File: src/rtl/dtw_job_ctrl_if.sv
// Host command, core control and job status bundle between the host wrapper,
// dtw_job_ctrl (slave side) and dtw_core.
interface dtw_job_ctrl_if #(
    parameter int QCNT_W = 16
);
    logic              cmd_valid;
    logic              cmd_ready;
    logic [31:0]       cmd_ref_len;
    logic [QCNT_W-1:0] cmd_num_qry;
    logic              cmd_skip_ref;
    logic              abort;
    logic              core_rs;
    logic              core_op_mode;
    logic [31:0]       core_ref_len;
    logic              core_busy;
    logic              core_load_done;
    logic              core_sink_wren;
    logic              ref_loaded;
    logic [QCNT_W-1:0] qry_done_cnt;
    logic [31:0]       result_cnt;
    logic              job_done;
    logic              job_err;
    logic [31:0]       perf_cycles;

    modport slave (
        input  cmd_valid, cmd_ref_len, cmd_num_qry, cmd_skip_ref, abort,
        input  core_busy, core_load_done, core_sink_wren,
        output cmd_ready, core_rs, core_op_mode, core_ref_len, ref_loaded,
        output qry_done_cnt, result_cnt, job_done, job_err, perf_cycles
    );

    modport master (
        output cmd_valid, cmd_ref_len, cmd_num_qry, cmd_skip_ref, abort,
        output core_busy, core_load_done, core_sink_wren,
        input  cmd_ready, core_rs, core_op_mode, core_ref_len, ref_loaded,
        input  qry_done_cnt, result_cnt, job_done, job_err, perf_cycles
    );
endinterface

File: src/rtl/dtw_job_ctrl.sv
// Job sequencer for dtw_core: optional reference load, then N query runs.
// Define DTWC_PERF_CNT_EN to build the accept-to-DONE cycle counter.
module dtw_job_ctrl #(
    parameter int QCNT_W      = 16,
    parameter int ARM_TIMEOUT = 1024
) (
    input  logic           clk,
    input  logic           rst,
    dtw_job_ctrl_if.slave  bus
);
    localparam logic [2:0] S_IDLE    = 3'd0;
    localparam logic [2:0] S_REF_ARM = 3'd1;
    localparam logic [2:0] S_REF_RUN = 3'd2;
    localparam logic [2:0] S_Q_ARM   = 3'd3;
    localparam logic [2:0] S_Q_RUN   = 3'd4;
    localparam logic [2:0] S_GAP     = 3'd5;
    localparam logic [2:0] S_DONE    = 3'd6;

    localparam int TMR_W = $clog2(ARM_TIMEOUT) + 1;

    logic [2:0]        state;
    logic [TMR_W-1:0]  arm_tmr;
    logic [QCNT_W-1:0] num_qry;
    logic [QCNT_W-1:0] qry_done_cnt;
    logic [31:0]       result_cnt;
    logic [31:0]       core_ref_len;
    logic              core_rs;
    logic              core_op_mode;
    logic              ref_loaded;
    logic              job_done;
    logic              job_err;
    logic              need_load;

    assign need_load = !bus.cmd_skip_ref || !ref_loaded;

    assign bus.cmd_ready    = (state == S_IDLE);
    assign bus.core_rs      = core_rs;
    assign bus.core_op_mode = core_op_mode;
    assign bus.core_ref_len = core_ref_len;
    assign bus.ref_loaded   = ref_loaded;
    assign bus.qry_done_cnt = qry_done_cnt;
    assign bus.result_cnt   = result_cnt;
    assign bus.job_done     = job_done;
    assign bus.job_err      = job_err;

    // core_rs is registered and set on the edge that enters an ARM state, so
    // GAP is the only rs-low cycle between back-to-back phases.
    always_ff @(posedge clk or posedge rst) begin
        if (rst) begin
            state        <= S_IDLE;
            arm_tmr      <= '0;
            num_qry      <= '0;
            qry_done_cnt <= '0;
            result_cnt   <= '0;
            core_ref_len <= '0;
            core_rs      <= 1'b0;
            core_op_mode <= 1'b0;
            ref_loaded   <= 1'b0;
            job_done     <= 1'b0;
            job_err      <= 1'b0;
        end else begin
            job_done <= 1'b0;
            if (state != S_IDLE && bus.core_sink_wren && result_cnt != 32'hFFFF_FFFF)
                result_cnt <= result_cnt + 32'd1;

            case (state)
                S_IDLE: begin
                    if (bus.cmd_valid) begin
                        core_ref_len <= bus.cmd_ref_len;
                        num_qry      <= bus.cmd_num_qry;
                        qry_done_cnt <= '0;
                        result_cnt   <= '0;
                        job_err      <= 1'b0;
                        arm_tmr      <= '0;
                        if (need_load && bus.cmd_ref_len == 32'd0) begin
                            state    <= S_DONE;
                            job_err  <= 1'b1;
                            job_done <= 1'b1;
                        end else if (need_load) begin
                            state        <= S_REF_ARM;
                            core_op_mode <= 1'b1;
                            core_rs      <= 1'b1;
                            ref_loaded   <= 1'b0;
                        end else if (bus.cmd_num_qry != '0) begin
                            state        <= S_Q_ARM;
                            core_op_mode <= 1'b0;
                            core_rs      <= 1'b1;
                        end else begin
                            state    <= S_DONE;
                            job_done <= 1'b1;
                        end
                    end
                end
                S_DONE: state <= S_IDLE;
                default: begin
                    if (bus.abort) begin
                        state    <= S_DONE;
                        core_rs  <= 1'b0;
                        job_err  <= 1'b1;
                        job_done <= 1'b1;
                    end else begin
                        case (state)
                            S_REF_ARM, S_Q_ARM: begin
                                if (bus.core_busy) begin
                                    state <= (state == S_REF_ARM) ? S_REF_RUN : S_Q_RUN;
                                end else if (arm_tmr == TMR_W'(ARM_TIMEOUT - 1)) begin
                                    state    <= S_DONE;
                                    core_rs  <= 1'b0;
                                    job_err  <= 1'b1;
                                    job_done <= 1'b1;
                                end else begin
                                    arm_tmr <= arm_tmr + TMR_W'(1);
                                end
                            end
                            S_REF_RUN: begin
                                if (bus.core_load_done && !bus.core_busy) begin
                                    state      <= S_GAP;
                                    core_rs    <= 1'b0;
                                    ref_loaded <= 1'b1;
                                end
                            end
                            S_Q_RUN: begin
                                if (!bus.core_busy) begin
                                    state        <= S_GAP;
                                    core_rs      <= 1'b0;
                                    qry_done_cnt <= qry_done_cnt + QCNT_W'(1);
                                end
                            end
                            S_GAP: begin
                                if (qry_done_cnt < num_qry) begin
                                    state        <= S_Q_ARM;
                                    core_op_mode <= 1'b0;
                                    core_rs      <= 1'b1;
                                    arm_tmr      <= '0;
                                end else begin
                                    state    <= S_DONE;
                                    job_done <= 1'b1;
                                end
                            end
                            default: state <= S_IDLE;
                        endcase
                    end
                end
            endcase
        end
    end

`ifdef DTWC_PERF_CNT_EN
    logic [31:0] perf_q;

    // Counts every non-IDLE cycle, i.e. from the cycle after accept through DONE.
    always_ff @(posedge clk or posedge rst) begin
        if (rst)
            perf_q <= '0;
        else if (state == S_IDLE && bus.cmd_valid)
            perf_q <= '0;
        else if (state != S_IDLE && perf_q != 32'hFFFF_FFFF)
            perf_q <= perf_q + 32'd1;
    end

    assign bus.perf_cycles = perf_q;
`else
    assign bus.perf_cycles = '0;
`endif
endmodule
File: src/flat_wrapper.sv
// flat-port wrapper written by rule: the top's interface ports become plain ports
module dtw_job_ctrl_flat 
#(
    parameter int QCNT_W      = 16,
    parameter int ARM_TIMEOUT = 1024
)
  (clk, rst, bus_cmd_valid, bus_cmd_ref_len, bus_cmd_num_qry, bus_cmd_skip_ref, bus_abort, bus_core_busy, bus_core_load_done, bus_core_sink_wren, bus_cmd_ready, bus_core_rs, bus_core_op_mode, bus_core_ref_len, bus_ref_loaded, bus_qry_done_cnt, bus_result_cnt, bus_job_done, bus_job_err, bus_perf_cycles);
  dtw_job_ctrl_if #(.QCNT_W(QCNT_W)) bus_i ();
  input  logic clk;
  input  logic rst;
  input wire logic [$bits(bus_i.cmd_valid)-1:0] bus_cmd_valid;
  input wire logic [$bits(bus_i.cmd_ref_len)-1:0] bus_cmd_ref_len;
  input wire logic [$bits(bus_i.cmd_num_qry)-1:0] bus_cmd_num_qry;
  input wire logic [$bits(bus_i.cmd_skip_ref)-1:0] bus_cmd_skip_ref;
  input wire logic [$bits(bus_i.abort)-1:0] bus_abort;
  input wire logic [$bits(bus_i.core_busy)-1:0] bus_core_busy;
  input wire logic [$bits(bus_i.core_load_done)-1:0] bus_core_load_done;
  input wire logic [$bits(bus_i.core_sink_wren)-1:0] bus_core_sink_wren;
  output wire logic [$bits(bus_i.cmd_ready)-1:0] bus_cmd_ready;
  output wire logic [$bits(bus_i.core_rs)-1:0] bus_core_rs;
  output wire logic [$bits(bus_i.core_op_mode)-1:0] bus_core_op_mode;
  output wire logic [$bits(bus_i.core_ref_len)-1:0] bus_core_ref_len;
  output wire logic [$bits(bus_i.ref_loaded)-1:0] bus_ref_loaded;
  output wire logic [$bits(bus_i.qry_done_cnt)-1:0] bus_qry_done_cnt;
  output wire logic [$bits(bus_i.result_cnt)-1:0] bus_result_cnt;
  output wire logic [$bits(bus_i.job_done)-1:0] bus_job_done;
  output wire logic [$bits(bus_i.job_err)-1:0] bus_job_err;
  output wire logic [$bits(bus_i.perf_cycles)-1:0] bus_perf_cycles;
  assign bus_i.cmd_valid = bus_cmd_valid;
  assign bus_i.cmd_ref_len = bus_cmd_ref_len;
  assign bus_i.cmd_num_qry = bus_cmd_num_qry;
  assign bus_i.cmd_skip_ref = bus_cmd_skip_ref;
  assign bus_i.abort = bus_abort;
  assign bus_i.core_busy = bus_core_busy;
  assign bus_i.core_load_done = bus_core_load_done;
  assign bus_i.core_sink_wren = bus_core_sink_wren;
  assign bus_cmd_ready = bus_i.cmd_ready;
  assign bus_core_rs = bus_i.core_rs;
  assign bus_core_op_mode = bus_i.core_op_mode;
  assign bus_core_ref_len = bus_i.core_ref_len;
  assign bus_ref_loaded = bus_i.ref_loaded;
  assign bus_qry_done_cnt = bus_i.qry_done_cnt;
  assign bus_result_cnt = bus_i.result_cnt;
  assign bus_job_done = bus_i.job_done;
  assign bus_job_err = bus_i.job_err;
  assign bus_perf_cycles = bus_i.perf_cycles;
  dtw_job_ctrl #(.QCNT_W(QCNT_W), .ARM_TIMEOUT(ARM_TIMEOUT)) u_core (.clk(clk), .rst(rst), .bus(bus_i));
endmodule
File: config.mk
export PLATFORM = sky130hd
export DESIGN_NAME = dtw_job_ctrl_flat
export DESIGN_NICKNAME = d
export VERILOG_FILES = /design/src/rtl/dtw_job_ctrl_if.sv /design/src/rtl/dtw_job_ctrl.sv /design/src/flat_wrapper.sv
export SDC_FILE = /design/constraint.sdc
export NUM_CORES = 1
export LEC_CHECK = 0
export CAP_MARGIN = 25
export CORE_ASPECT_RATIO = 1.25
export CORE_MARGIN = 2
export CORE_UTILIZATION = 40
export CTS_CLUSTER_SIZE = 25
export DETAILED_ROUTE_END_ITERATION = 10
export GPL_TIMING_DRIVEN = 0
export PLACE_DENSITY = 0.68
export SYNTH_ARGS = -nofsm -noshare
export SYNTH_HDL_FRONTEND = slang
export SYNTH_SLANG_ARGS = --single-unit
File: constraint.sdc
create_clock -name clk -period 4.3 [get_ports clk]
set_input_delay 0.86 -clock clk [delete_from_list [all_inputs] [get_ports clk]]
set_output_delay 0.86 -clock clk [all_outputs]
set_load 0.02 [all_outputs]
==> reports/metrics.cfg, run 1 <==
[outcome]
status=finished, final reports clean

[detailed_routing]
routed_wl_mm=17.4
viasPerCell=5.05
ant_nets=0
wl_per_cell_um=15.5
drt_iter0_drc=372
vias=5676
first_pass_iters=5
drc_errors=0

[clock_network]
cts_hold_buf=0
clock_latency_ns=0.41
cts_made_buffers=17
postCtsResizedCells=0
path_clk_slew_ns=0.06
post_cts_buffers=0
cts_tree=built
numClockSinks=115
cts.htree.levels=4
cts_buffer_depth=2
cts_root_buffer=clkbuf_16

[power]
switching_share_pct=36.8
p_total_uw=5000
cellLeakagePower_uw=0.00400
combPwrFrac_pct=38.3
pwr-share-clk_pct=28.8
p_int_uw=3160
powerDensity_nw_per_um2=570
ir_drop_mv=0.250
seq_power_share_pct=32.9
switchingPower_uw=1840

[die]
core_area_um2=15600
fp.dieArea_um2=16900
fp.dieW_um=117
ios=174
die_y_um=145
rows=51
start_util_pct=40.7

[sta]
period_needed_ns=3.27
worstMarginPinSlew_ns=0.723
min_period_over_period_pct=76.1
rsz0062_at_grt=no
max_slew_margin_pct=51.4
setup_slack_ns=1.03
skew_ns=0.0179
finalHoldViolCount=0
setup_viol=0
whs_ns=0.469
max_clock_freq_mhz=306
drv_slew=0

[logic_synthesis]
yosys_warnings=0
yosysSeqAreaShare_pct=45.4
ys_async_sr_fraction_pct=100
ys_seq_elements=115
netlist_instances=707
ys_top_cells_by_area=dfrtp_1 (45%), nand2_1 (9.6%), buf_4 (4.0%)
synth_area_leader_cell=dfrtp_1
syn_area_per_cell_um2=8.97
synth.distinct_cells=64
synth-edff-count=0
synth_area_um2=6340
synth_ff_type=dfrtp_1
synth_top_area_share_pct=45.4

[flow_run]
drv_cap=0

[place]
place_ws_ns=1.18
post-dp-hpwl_mm=12.9
place_area_um2=8170
dp.cells=1092
port_buffers=141
gp_congestion=0.923

[layout]
final_common_cell=nand2_1
final_cell_count_no_fill=1124
syn_to_final_growth_pct=38.3
final_cell_mix=nand2_1 (162), clkdlybuf4s50_1 (141), dfrtp_1 (115), nor2_1 (48), buf_4 (34)
nNetsFinal=973
layout-drive-gt1-share_pct=10.4
antenna_cells=0
design_area_um2=8770

[hold_path]
holdPathEnd=u_core.bus.core_ref_len[26]
hold_start=u_core.bus.core_ref_len[26]
hold_depth=2
min_path_type=reg2reg

[worst_setup_path]
startpoint_type=register
rr_worst_depth=7
critPathArrivalTime_ns=2.41
critPathTopFamily=buffers and inverters
crit_fanout=10
rrSetupSlack_ns=1.73
crit_type=reg2out
cpMaxStageDelayCell=clkdlybuf4s50_1
cp_data_required_time_ns=3.44
critical_path.max_stage_delay_ns=0.66
crit_cells=4
r2r-start=u_core.bus.qry_done_cnt[15]
path_cells=clkbuf_1 -> or3_1 -> clkinv_1 -> clkdlybuf4s50_1
worstReg2RegEnd=u_core.bus.core_op_mode
worstSetupEndpointType=output pin
crit_buf_inv=3

[global_route]
grt_overflow_total=0
grt_max_degree=74
antenna_found_initial=0
grt_pass1_vias=5519
grt_pass1_wl_mm=27.8
gr-usage-all-layers_pct=21.1

[routing by layer]
| layer | routed length, µm | up-vias | track usage, % |
|---|---|---|---|
| li1 | - | 2779 | - |
| met1 | 7430 | 2728 | 26.2 |
| met2 | 8980 | 150 | 37.0 |
| met3 | 658 | 19 | 3.33 |
| met4 | 304 | 0 | 7.18 |
| met5 | 0 | - | 0 |
[how the worst max path moves through the flow]
stage	startpoint	to	slack (ns)
floorplan	rst	u_core.arm_tmr[0]	0.40
global placement	rst	u_core.num_qry[11]	-1.56
detailed placement	bus_abort	u_core.state[2]	1.18
CTS	u_core.state[0]	bus_cmd_ready	1.03
global route	u_core.state[0]	bus_cmd_ready	0.92
finish	u_core.state[0]	bus_cmd_ready	1.03
[worst min-delay path, delay by kind of cell (launching register included)]
family / cells / cell delay (ns)
flip-flops: 1 / 0.34
AND/OR/NAND/NOR: 2 / 0.10
[through the flow]
stage                     util (%)  TNS (ns)
after global routing          56.3         0
final                         56.3         0
after floorplan                  -         0
after global placement        52.3   -178.46
after CTS                     56.3         0
after detailed placement      52.5         0
[area by class of cell]
cell class,instances,area [µm²]
Buffer,58,370
Clock buffer,20,447
Clock inverter,12,156
Inverter,28,110
Tap cell,212,265
Sequential cell,115,2880
Fill cell,1493,6800
Timing Repair Buffer,142,1440
Multi-Input combinational cell,537,3110
[synthesized netlist by cell type, drive strengths merged, types with 4 or more instances]
cell type,n
nand2,162
dfrtp,115
nor2,48
buf,44
o21ai,32
a21oi,30
inv,27
nand3,23
nand4,22
ha,18
and3,15
xnor2,15
xor2,15
clkbuf,14
nor4,12
a21o,10
mux2i,9
nor3,9
or3,9
or4,7
and4,6
nor2b,6
o211ai,6
o31ai,6
a2111oi,5
a211o,4
a211oi,4
a31oi,4
[sequential cells by signal, summed over array words and instances (netlist names)]
signal and count:
u_core.state 3, u_core.bus.result_cnt 32, u_core.bus.core_ref_len 32, u_core.bus.core_rs 1
u_core.num_qry 16, u_core.bus.core_op_mode 1, u_core.arm_tmr 11, u_core.bus.job_err 1
u_core.bus.qry_done_cnt 16, u_core.bus.job_done 1, u_core.bus.ref_loaded 1
[power groups by stage]
| stage | registers (µW) | clock network [µW] | logic (µW) |
|---|---|---|---|
| after global placement | 1650 | 0 | 1880 |
| after detailed placement | 1660 | 0 | 1920 |
| after CTS | 1640 | 1470 | 1930 |
| after floorplan | 1870 | 0 | 924 |
| final | 1640 | 1440 | 1920 |
| after global routing | 1690 | 1520 | 2130 |
[cell families (layout without fill, tap and decap cells)]
group                    Yosys count  after routing  synth area share, %
other                              1             32               0.0591
AND/OR/NAND/NOR                  331            331                 25.0
AO/OA/AOI/OAI                    116            116                 12.8
multiplexers                      10             10                 1.60
adder cells (fa/ha/maj)           18             18                 3.55
buffers and inverters             86            260                 7.50
XOR/XNOR                          30             30                 4.14
flip-flops                       115            115                 45.4
No activity file was read; power rests on OpenSTA's default activity.
==> run 2, diff against run 1 <==
- PLACE_DENSITY: 0.68 -> 0.71
- clock period: 4.3 -> 3 ns (I/O delays scaled with it)
==> run 2 against run 1 <==
  * Sequential cell count is the same
  * Critical path type unchanged
  * Final cell count is essentially flat
  * Core utilization grew 0.34 points
  * Highest routed layer unchanged
  * Via count shrank 0.25%
  * Setup slack lost 0.81 ns
  * Sequential share of layout area shrank 0.20 points
  * Combinational power grew 43%
==> reports/metrics.cfg, run 2 (synthesis gave the netlist of run 1 again) <==
[layout]
final_cell_mix=nand2_1 (162), clkdlybuf4s50_1 (140), dfrtp_1 (115), nor2_1 (48), buf_4 (34)
syn_to_final_growth_pct=39.1
final_common_cell=nand2_1
multi_input_area_um2=3110  ; unchanged
antenna_cells=0  ; unchanged
layout-drive-gt1-share_pct=10.6  ; +0.21 points
nNetsFinal=975  ; +0.21%
regArea_um2=2880  ; unchanged
top_regs=u_core.bus.core_ref_len (32), u_core.bus.result_cnt (32)
n_fill_cell=1435  ; -3.9%

[clock_network]
path_clk_slew_ns=0.05  ; about the same
cts_buffer_depth=2  ; unchanged
post_cts_buffers=0  ; unchanged
cts.htree.levels=4  ; unchanged
clock_latency_ns=0.41  ; about the same
cts_tree=built
cts_made_buffers=17  ; unchanged
cts_root_buffer=clkbuf_16
numClockSinks=115  ; unchanged
postCtsResizedCells=1  ; +1
cts_hold_buf=0  ; unchanged

[global_route]
gr-usage-all-layers_pct=20.8  ; -0.28 points
grt_max_degree=34  ; -54%
grt_overflow_total=0  ; unchanged
grt_pass1_vias=5395  ; -2.2%
grt_pass1_wl_mm=27.2  ; -2.2%
antenna_found_initial=0  ; unchanged

[detailed_routing]
routed_wl_mm=17.3  ; -0.28%
viasPerCell=5.03  ; -0.34%
vias=5662  ; -0.25%
ant_nets=0  ; unchanged
first_pass_iters=5  ; unchanged
drc_errors=0  ; unchanged
wl_per_cell_um=15.4  ; -0.36%
drt_iter0_drc=430  ; +16%

[sta]
max_slew_margin_pct=52.7  ; +1.3 points
max_clock_freq_mhz=359
drv_slew=0  ; unchanged
period_needed_ns=2.79
finalSetupTns_ns=0  ; unchanged
worstMarginPinSlew_ns=0.704  ; -0.0189 ns
finalHoldViolCount=0  ; unchanged
min_period_over_period_pct=92.9
rsz0062_at_grt=no
setup_viol=0  ; unchanged
whs_ns=0.468  ; -0.00169 ns
skew_ns=0.0106  ; -0.00733 ns

[worst_setup_path]
cpMaxStageDelayCell=dlygate4sd2_1
startpoint_type=register
worstSetupEndpointType=output pin
critPathArrivalTime_ns=2.19  ; -0.22 ns
crit_type=reg2out
cp_data_required_time_ns=2.40  ; -1.04 ns
rr_worst_depth=7  ; unchanged
path_cells=clkbuf_1 -> or3_1 -> clkinv_1 -> dlygate4sd2_1
crit_fanout=10  ; unchanged
critical_path.max_stage_delay_ns=0.43  ; -0.23 ns

[place]
gp_congestion=0.922  ; -0.13%
post-dp-hpwl_mm=13.1  ; +1.5%
port_buffers=141  ; unchanged

[outcome]
status=finished, final reports clean

[die]
core_area_um2=15600  ; unchanged
ios=174  ; unchanged
fp.dieW_um=117  ; unchanged
start_util_pct=40.7  ; unchanged
die_y_um=145  ; unchanged
rows=51  ; unchanged
fp.dieArea_um2=16900  ; unchanged

[hold_path]
hold_depth=2  ; unchanged
min_path_type=reg2reg

[power]
cellLeakagePower_uw=0.00404  ; +0.93%
powerDensity_nw_per_um2=823  ; +44%
ir_drop_mv=0.408  ; +63%

[flow_run]
drv_cap=0  ; unchanged

-- run 2: cell types whose count changed in the layout (fill, tap and decap cells not counted), sizes merged --
cell	change
dlygate4sd2	+1
inv	-2
clkbuf	+1
clkinvlp	-1
buf	+2
clkdlybuf4s50	-1
bufinv	+1
-- run 2: stage by stage --
| step | worst slack, ns | power, µW | instance area, µm² | std cells | util (%) |
|---|---|---|---|---|---|
| floorplan | 0.640 | 4000 | 6460 | 738 | - |
| finish | 0.214 | 7260 | 8820 | 1125 | 56.7 |
| CTS | 0.221 | 7310 | 8820 | 1125 | 56.7 |
| global placement | -0.212 | 5050 | 8140 | 1091 | 52.3 |
| detailed placement | 0.190 | 5130 | 8200 | 1094 | 52.7 |
| global route | 0.0628 | 7700 | 8820 | 1125 | 56.7 |
-- run 2: path summary, 6_finish.rpt --
kind	from	end	slack (ns)
setup / recovery	u_core.state[0]	bus_cmd_ready	0.21
min in group asynchronous	rst	u_core.num_qry[11]	0.62
hold reg to reg	u_core.bus.core_ref_len[26]	u_core.bus.core_ref_len[26]	0.47
setup reg to reg	u_core.bus.qry_done_cnt[15]	u_core.bus.core_op_mode	0.36
max in group asynchronous	rst	u_core.bus.ref_loaded	1.57
hold / removal	u_core.bus.core_ref_len[26]	u_core.bus.core_ref_len[26]	0.47
-- run 2: worst max-delay path, delay by kind of cell (launching register included) --
| kind | cells | cell delay (ns) |
|---|---|---|
| DFF | 1 | 0.38 |
| buffers and inverters | 3 | 1.10 |
| and+or+nand+nor | 1 | 0.30 |
-- run 2: layer usage --
metal  track usage, %  wire length [µm]
met4             6.87               291
met2             35.5              8890
met1             26.6              7460
met5                0                 0
met3             3.71               677
-- run 2: layout make-up --
type                       count  share of cell area [%]
tap                          212                    3.01
clock inverter                10                    1.76
sequential                   115                    32.6
buffer                        58                    4.20
clock buffer                  21                    5.33
multi-input combinational    537                    35.2
inverter                      28                    1.23
timing repair buffer         144                    16.7
-- run 2: report_power, final --
group	switching [µW]	internal, µW
Combinational	1570	1180
Sequential	336	2020
Clock	708	1440
Total	2610	4650
==> run 3, diff against run 2 <==
- CORE_ASPECT_RATIO: 1.25 -> 1.4
==> run 3 against run 2 <==
  * Non-clock buffer count did not move
  * Critical path depth grew 3
  * Sequential share of layout area rose by 0.056 points
  * First-iteration DRC count fell by 43%
  * Sequential cell count unchanged
  * Global-route usage about the same
  * Design area down 0.17%
  * Critical endpoint is now u_core.bus.core_op_mode
==> reports/metrics.cfg, run 3 (synthesis gave the netlist of run 1 again) <==
[outcome]
status=finished, final reports clean

[detailed_routing]
drc_errors=0  ; unchanged
viasPerCell=5.10  ; +1.4%
first_pass_iters=5  ; unchanged
ant_nets=0  ; unchanged
vias=5659  ; -0.053%
wl_per_cell_um=15.9  ; +3.5%
routed_wl_mm=17.7  ; +2.0%
drt_iter0_drc=245  ; -43%

[layout]
final_cell_count_no_fill=1109  ; -1.4%
syn_to_final_growth_pct=38.9
final_core_util_pct=56.7  ; about the same
top_regs=u_core.bus.core_ref_len (32), u_core.bus.result_cnt (32)
antenna_cells=0  ; unchanged
nNetsFinal=975  ; unchanged
final_cell_mix=nand2_1 (162), clkdlybuf4s50_1 (140), dfrtp_1 (115), nor2_1 (48), buf_4 (34)
final_common_cell=nand2_1
layout-drive-gt1-share_pct=10.5  ; -0.11 points

[worst_setup_path]
rrSetupSlack_ns=0.40  ; +0.04 ns
cp_data_required_time_ns=3.32  ; +0.92 ns
worstSetupEndpointType=register
critPathArrivalTime_ns=2.92  ; +0.73 ns
startpoint_type=register
crit_type=reg2reg
crit_fanout=3  ; -7

[global_route]
grt_pass1_wl_mm=28.4  ; +4.4%
antenna_found_initial=0  ; unchanged
grt_max_degree=40  ; +18%
gr-usage-all-layers_pct=20.8  ; about the same
grt_pass1_vias=5567  ; +3.2%
grt_overflow_total=0  ; unchanged

[hold_path]
min_path_type=reg2reg

[power]
ir_drop_mv=0.423  ; +3.8%
p_total_uw=7280  ; +0.28%
powerDensity_nw_per_um2=826  ; +0.45%
cellLeakagePower_uw=0.00404  ; +0.15%

[sta]
worstMarginPinSlew_ns=0.717  ; +0.0126 ns
rsz0062_at_grt=no
period_needed_ns=2.60  ; -0.190 ns
finalHoldViolCount=0  ; unchanged
setup_slack_ns=0.404  ; +0.190 ns
max_slew_margin_pct=51.9  ; -0.85 points
finalSetupTns_ns=0  ; unchanged
drv_slew=0  ; unchanged
skew_ns=0.0142  ; +0.00365 ns
max_clock_freq_mhz=385  ; +7.3%
min_period_over_period_pct=86.5  ; -6.3 points
setup_viol=0  ; unchanged

[clock_network]
cts.htree.levels=4  ; unchanged
cts_tree=built
path_clk_slew_ns=0.05  ; about the same
numClockSinks=115  ; unchanged
cts_hold_buf=0  ; unchanged
cts_made_buffers=17  ; unchanged
cts_buffer_depth=2  ; unchanged
post_cts_buffers=0  ; unchanged
cts_root_buffer=clkbuf_16
clock_latency_ns=0.41  ; about the same
postCtsResizedCells=0  ; -1

[die]
core_area_um2=15500  ; -0.19%
fp.dieW_um=110  ; -5.3%
ios=174  ; unchanged
fp.dieArea_um2=16900  ; about the same
rows=54  ; +5.9%
start_util_pct=40.8  ; +0.079 points
die_y_um=153  ; +5.7%

[place]
post-dp-hpwl_mm=13.5  ; +3.1%
place_ws_ns=0.147  ; -0.0433 ns
gp_congestion=0.898  ; -2.6%
port_buffers=141  ; unchanged
dp.cells=1078  ; -1.5%

[flow_run]
drv_cap=0  ; unchanged

-- run 3: through the flow --
step / cell area [µm²] / hold WS, ns
floorplan: 6460 / 0.447
finish: 8810 / 0.473
global placement: 8120 / 0.457
detailed placement: 8180 / 0.461
CTS: 8810 / 0.475
global route: 8810 / 0.500
-- run 3: layout make-up --
cell class                 count  area [µm²]
clock inverter                 9         153
inverter                      28         109
tap                          196         245
fill                        1425        6730
buffer                        58         370
sequential                   115        2880
timing repair buffer         144        1470
clock buffer                  22         474
multi-input combinational    537        3110
-- run 3: critical path, cell delays in order (launching register included) --
cell and delay (ns):
dfrtp_1 0.41, ha_1 0.36, nand4_1 0.15, or3_1 0.39, or3_1 0.45, a31oi_1 0.36, a211o_1 0.19, mux2i_1 0.19
-- run 3: routing by layer --
metal / vias up / global-route usage [%] / share of wire, %
met5: - / 0 / 0
met4: 0 / 8.63 / 3.0
met3: 36 / 3.85 / 4.6
met2: 171 / 37.5 / 53
met1: 2666 / 24.2 / 39
li1: 2786 / - / -
-- run 3: report_power, final --
| part | switching (µW) | internal, µW | leakage [µW] |
|---|---|---|---|
| clock | 710 | 1450 | 0.000298 |
| combinational | 1570 | 1180 | 0.00227 |
| sequential | 342 | 2020 | 0.00148 |
| total | 2630 | 4650 | 0.00404 |
-- run 3: worst paths after layout --
kind	start	depth (start not counted)	end
worst max-delay path	u_core.bus.qry_done_cnt[15]	7	u_core.bus.core_op_mode
min in group asynchronous	rst	2	u_core.num_qry[10]
max in group asynchronous	rst	5	u_core.bus.core_ref_len[29]
worst min-delay path	u_core.bus.core_ref_len[15]	2	u_core.bus.core_ref_len[15]
worst min register to register	u_core.bus.core_ref_len[15]	2	u_core.bus.core_ref_len[15]
worst max register to register	u_core.bus.qry_done_cnt[15]	7	u_core.bus.core_op_mode
